### src/rtl/uart_rx_ovs.sv
// Oversampling UART receiver with majority-vote bit decisions,
// parity/framing/break detection and a first-word-fall-through FIFO.
`timescale 1ns/1ps
module uart_rx_ovs #(
  parameter int CLK_FREQ   = 50_000_000,
  parameter int BAUD       = 115200,
  parameter int OVS        = 16,
  parameter int DATA_BITS  = 8,
  parameter int PARITY     = 2,
  parameter int STOP_BITS  = 1,
  parameter int FIFO_DEPTH = 8
) (
  input  logic                        clk,
  input  logic                        reset,
  input  logic                        rx,
  output logic [DATA_BITS-1:0]        m_data,
  output logic                        m_err_parity,
  output logic                        m_err_frame,
  output logic                        m_valid,
  input  logic                        m_ready,
  output logic                        overrun,
  output logic                        break_det,
  output logic [$clog2(FIFO_DEPTH):0] fifo_count
);

  localparam int DIV = CLK_FREQ / (BAUD * OVS);
  localparam int CW  = (DIV > 1) ? $clog2(DIV) : 1;
  localparam int SW  = $clog2(OVS);
  localparam int BW  = 4;
  localparam int AW  = $clog2(FIFO_DEPTH);

  if (DIV < 1) begin : g_bad_div
    $error("uart_rx_ovs: CLK_FREQ/(BAUD*OVS) must be >= 1");
  end

  typedef enum logic [2:0] {
    IDLE, START, DATA, PARITY_ST, STOP, BRK_WAIT
  } state_t;

  typedef struct packed {
    logic                 ferr;
    logic                 perr;
    logic [DATA_BITS-1:0] data;
  } ent_t;

  logic rx_meta, rxs;

  always_ff @(posedge clk or posedge reset) begin
    if (reset) begin
      rx_meta <= 1'b1;
      rxs     <= 1'b1;
    end else begin
      rx_meta <= rx;
      rxs     <= rx_meta;
    end
  end

  logic [CW-1:0] pcnt;
  logic          tick;

  assign tick = (pcnt == CW'(DIV - 1));

  always_ff @(posedge clk or posedge reset) begin
    if (reset)     pcnt <= '0;
    else if (tick) pcnt <= '0;
    else           pcnt <= pcnt + 1'b1;
  end

  state_t               state, state_n;
  logic [SW-1:0]        sub;
  logic [BW-1:0]        bcnt;
  logic                 sa, sb, maj;
  logic                 dec, last;
  logic [DATA_BITS-1:0] dsh;
  logic                 par_bit, ferr;
  logic                 perr, frame_bad, is_brk;
  logic                 push, brk;
  logic                 wr_en;
  ent_t                 wr_ent;

  assign dec  = tick && (sub == SW'(OVS/2 + 1));
  assign last = tick && (sub == SW'(OVS - 1));
  assign maj  = (sa & sb) | (sa & rxs) | (sb & rxs);

  assign perr = (PARITY == 1) ? ~(^{dsh, par_bit}) :
                (PARITY == 2) ?  (^{dsh, par_bit}) : 1'b0;
  assign frame_bad = ferr | ~maj;
  assign is_brk    = frame_bad && (dsh == '0) && !par_bit;

  always_ff @(posedge clk or posedge reset) begin
    if (reset) state <= IDLE;
    else       state <= state_n;
  end

  always_comb begin
    state_n = state;
    push    = 1'b0;
    brk     = 1'b0;
    unique case (state)
      IDLE:
        if (tick && !rxs) state_n = START;
      START:
        if (dec && maj) state_n = IDLE;
        else if (last)  state_n = DATA;
      DATA:
        if (last && bcnt == BW'(DATA_BITS - 1))
          state_n = (PARITY != 0) ? PARITY_ST : STOP;
      PARITY_ST:
        if (last) state_n = STOP;
      STOP:
        if (dec && bcnt == BW'(STOP_BITS - 1)) begin
          if (is_brk) begin
            brk     = 1'b1;
            state_n = BRK_WAIT;
          end else begin
            push    = 1'b1;
            state_n = IDLE;
          end
        end
      BRK_WAIT:
        if (tick && rxs) state_n = IDLE;
      default:
        state_n = IDLE;
    endcase
  end

  // sub holds the index of the tick being processed in the current bit
  always_ff @(posedge clk or posedge reset) begin
    if (reset) begin
      sub       <= '0;
      bcnt      <= '0;
      sa        <= 1'b1;
      sb        <= 1'b1;
      dsh       <= '0;
      par_bit   <= 1'b0;
      ferr      <= 1'b0;
      wr_en     <= 1'b0;
      wr_ent    <= '0;
      break_det <= 1'b0;
    end else begin
      wr_en     <= push;
      break_det <= brk;
      if (push) wr_ent <= {frame_bad, perr, dsh};
      if (tick) begin
        if (state_n == IDLE || state_n == BRK_WAIT)
          sub <= '0;
        else if (state == IDLE)
          sub <= SW'(1);
        else if (sub == SW'(OVS - 1))
          sub <= '0;
        else
          sub <= sub + 1'b1;
        if (state_n != state)
          bcnt <= '0;
        else if (last && (state == DATA || state == STOP))
          bcnt <= bcnt + 1'b1;
        if (state == IDLE) begin
          par_bit <= 1'b0;
          ferr    <= 1'b0;
        end
        if (sub == SW'(OVS/2 - 1)) sa <= rxs;
        if (sub == SW'(OVS/2))     sb <= rxs;
        if (dec) begin
          unique case (1'b1)
            (state == DATA):      dsh <= {maj, dsh[DATA_BITS-1:1]};
            (state == PARITY_ST): par_bit <= maj;
            (state == STOP):      if (!maj) ferr <= 1'b1;
            default: ;
          endcase
        end
      end
    end
  end

  logic [AW-1:0] wp, rp;
  logic [AW:0]   cnt;
  ent_t          mem [FIFO_DEPTH];
  ent_t          head;
  logic          full, do_pop, do_push;

  assign full    = (cnt == (AW+1)'(FIFO_DEPTH));
  assign m_valid = (cnt != '0);
  assign do_pop  = m_valid && m_ready;
  assign do_push = wr_en && (!full || do_pop);

  always_ff @(posedge clk or posedge reset) begin
    if (reset) begin
      wp      <= '0;
      rp      <= '0;
      cnt     <= '0;
      overrun <= 1'b0;
    end else begin
      overrun <= wr_en && full && !do_pop;
      if (do_push) wp <= wp + 1'b1;
      if (do_pop)  rp <= rp + 1'b1;
      unique case ({do_push, do_pop})
        2'b10:   cnt <= cnt + 1'b1;
        2'b01:   cnt <= cnt - 1'b1;
        default: ;
      endcase
    end
  end

  always_ff @(posedge clk) begin
    if (do_push) mem[wp] <= wr_ent;
  end

  assign head = mem[rp];
  assign {m_err_frame, m_err_parity, m_data} = m_valid ? head : '0;
  assign fifo_count = cnt;

endmodule

### config.mk
export PLATFORM = sky130hd
export DESIGN_NAME = uart_rx_ovs
export DESIGN_NICKNAME = d
export VERILOG_FILES = /design/src/rtl/uart_rx_ovs.sv
export SDC_FILE = /design/constraint.sdc
export NUM_CORES = 1
export LEC_CHECK = 0
export CORE_MARGIN = 3
export CORE_UTILIZATION = 31
export DETAILED_ROUTE_END_ITERATION = 10
export SYNTH_ARGS = -nofsm -noshare
export SYNTH_HDL_FRONTEND = slang
export SYNTH_SLANG_ARGS = --single-unit
export TNS_END_PERCENT = 30
### constraint.sdc
create_clock -name clk -period 2.5 [get_ports clk]
set_clock_uncertainty 0.2 [all_clocks]
set_input_delay 0.5 -clock clk [delete_from_list [all_inputs] [get_ports clk]]
set_output_delay 0.5 -clock clk [all_outputs]
set_load 0.05 [all_outputs]
==> metrics.yaml, run 1 <==
vias: 3441
tns_ns: -1.61
totalPowerFinal_mw: 5.85
syn_avg_cell_area_um2: 15.1
top_level_ports: 21
initial_core_util: 0.320
synth_edf_count: 80
place_congestion: 0.814
layout_min_cycle_time_ns: 2.66
routed_wirelength_um: 11500
synthesis.nets: 402
critPathMaxFanout: 11
synth.distinct_cells: 57
critPathKind: "flip-flop to primary output"
maxSlewViolCount: 0
power_density_nw_per_um2: 781
cts_tree: "done"
arrival_ns: 1.96
fp.dieW_um: 143
die_area_um2: 20400
final.setup.worst_slack_ns: -0.164
dp_hpwl_um: 7520
port_buffers: 20
dpl_cell_area_um2: 6760
cp.required_ns: 1.80
cp-end-kind: "primary output"
fin_area_um2: 7490
clock_latency_ns: 0.42
layout_common_cells: "edfxtp_1, buf_4, dfrtp_1, nor2_1, mux2_2"
status: "finished with violations"
async_reset_ff_frac: 0.398
grt_max_degree: 44
synth_area_um2: 5800
maxSlewHeadroom: 0.667
failed_checks: "negative setup slack"
setup_viol: 13
path_clk_slew_ns: 0.06
syn2layout_area_growth_pct: 29.1
clkSinkCount: 133
die_h_um: 143
ys_warn_count: 0
hold_viol: 0
drt_iter0_drc: 153
cts-root-buf: "clkbuf_16"
viasPerCell: 4.80
tightest_slew_ns: 0.498
grt_pass1_wl_um: 18600
numCtsBuffers: 17
core_area_um2: 18100
layout-drive-gt1-share: 0.379
synthCells: 385
rsz0062_at_grt: "true"
gr-total-overflow: 0
grt.total_usage: 0.120
min_path_type: "primary input to async pin"
drc_errors: 0
h-tree-depth: 4
final_common_cell: "edfxtp_1"
cap_violations: 0
layout.nets: 492
ant_nets: 0
peakVddDrop_uv: 526
synth-main-ff-cell: "edfxtp_1"
fin_crit_sh: 1.07
clock_path_buffers: 2
synth-seq-area-share: 0.644
grt_pass1_vias: 3548
maxClockFrequency_mhz: 375
antennaDiodeCount: 0
num_rows: 49
yosys_register_bits: 133
p_leak_nw: 3.14
wire_per_inst_um: 16.0
cp-start-kind: "flip-flop"
antenna_found_initial: 0
dr.pass1.iters: 4
[layout make-up]
type	instances	area (um2)
clock inverters	15	120
inverters	20	75.1
fillers	1661	10700
flip-flops and latches	133	3740
clock buffers	17	425
repair buffers	82	762
well taps	229	287
multi-input cells	221	2080
[worst max-delay path: stages, from the launching register on]
cell,delay [ns]
dfrtp_2,0.43
buf_12,0.17
mux4_2,0.54
mux2i_4,0.18
nor2_2,0.06
buf_6,0.15
[cell families (layout without fill, tap and decap cells)]
group           count (synthesis)  after routing  synth area share
mux                            54             54             0.141
fa+ha+maj                      14             14            0.0311
simple gates                   97             97            0.0831
buf+inv                        31            134            0.0203
xor+xnor                       19             19            0.0287
flops                         133            133             0.644
compound gates                 37             37            0.0518
[sequential cells by signal (all words and copies together) (netlist names), 3 cells and up]
signal	flops
bcnt	4
state	3
wp	3
dsh	8
rp	3
sub	4
wr_ent	10
fifo_count	4
mem	80
pcnt	5
[worst paths after layout]
check,cells after the start,startpoint,slack [ns],endpoint
worst max-delay path,5,rp[0]$_DFFE_PP0P_,-0.16,m_data[4]
worst min-delay path,2,reset,0.13,overrun$_DFF_PP0_
worst max register to register,7,par_bit$_DFFE_PP0N_,-0.13,bcnt[0]$_DFFE_PP0P_
worst min register to register,0,rx_meta$_DFF_PP1_,0.16,rxs$_DFF_PP1_
max in group asynchronous,3,reset,1.39,rxs$_DFF_PP1_
min in group clk,0,rx_meta$_DFF_PP1_,0.16,rxs$_DFF_PP1_
[synth_stat cells, drive strengths merged, types with 2 or more instances]
master   count  share of area
edfxtp      80           0.41
dfrtp       49           0.21
nor2        35          0.024
mux2        23          0.045
inv         20          0.013
mux4        20          0.078
nand2       19          0.012
xnor2       13          0.020
ha          12          0.026
mux2i       11          0.019
nand3       10         0.0086
nor3        10         0.0095
a21oi        8         0.0076
o21ai        8         0.0069
clkbuf       7         0.0045
xor2         6         0.0091
a21o         4         0.0052
buf          4         0.0028
dfstp        4          0.018
nand4        4         0.0043
nand2b       3         0.0032
a2111oi      2         0.0073
a221oi       2         0.0060
and2         2         0.0022
nand4b       2         0.0030
nor3b        2         0.0026
o31ai        2         0.0026
or3          2         0.0022
[timing repair]
| item | in CTS | in global routing |
|---|---|---|
| gates cloned | 0 | 1 |
| hold buffers | 0 | 0 |
| resized for setup | 19 | 16 |
| endpoints found under the setup margin | 28 | 29 |
| pin swaps | 2 | 9 |
| setup buffers | 0 | 2 |
[metrics by stage]
step / std cells / hold slack [ns] / util / worst slack, ns
after floorplan: 385 / 0.145 / - / -0.174
after global placement: 682 / 0.153 / 0.372 / -0.232
after detailed placement: 682 / 0.149 / 0.372 / -0.323
after CTS: 714 / 0.119 / 0.406 / -0.227
after global routing: 717 / 0.138 / 0.413 / -0.243
final: 717 / 0.129 / 0.413 / -0.164
[metal layers]
layer	vias to the layer above	wire length [um]	global-route usage	share of wire
li1	1632	-	-	-
met1	1749	5100	0.146	0.44
met2	46	5920	0.206	0.51
met3	14	337	0.0311	0.029
met4	0	156	0.0450	0.014
met5	-	0	0	0
[power breakdown]
group	total (mW)	internal [mW]	switching, mW
Sequential	2.47	2.38	0.0905
Combinational	1.09	0.514	0.580
Clock	2.28	1.29	0.996
Total	5.85	4.18	1.67
Note: power is estimated with default switching activity, not from simulation.
==> inputs of run 2 (changes only) <==
Settings changed: HOLD_SLACK_MARGIN set to 0.06.
==> results of run 2 <==
No change in the layout: final DEF, timing and power equal those of run 1.
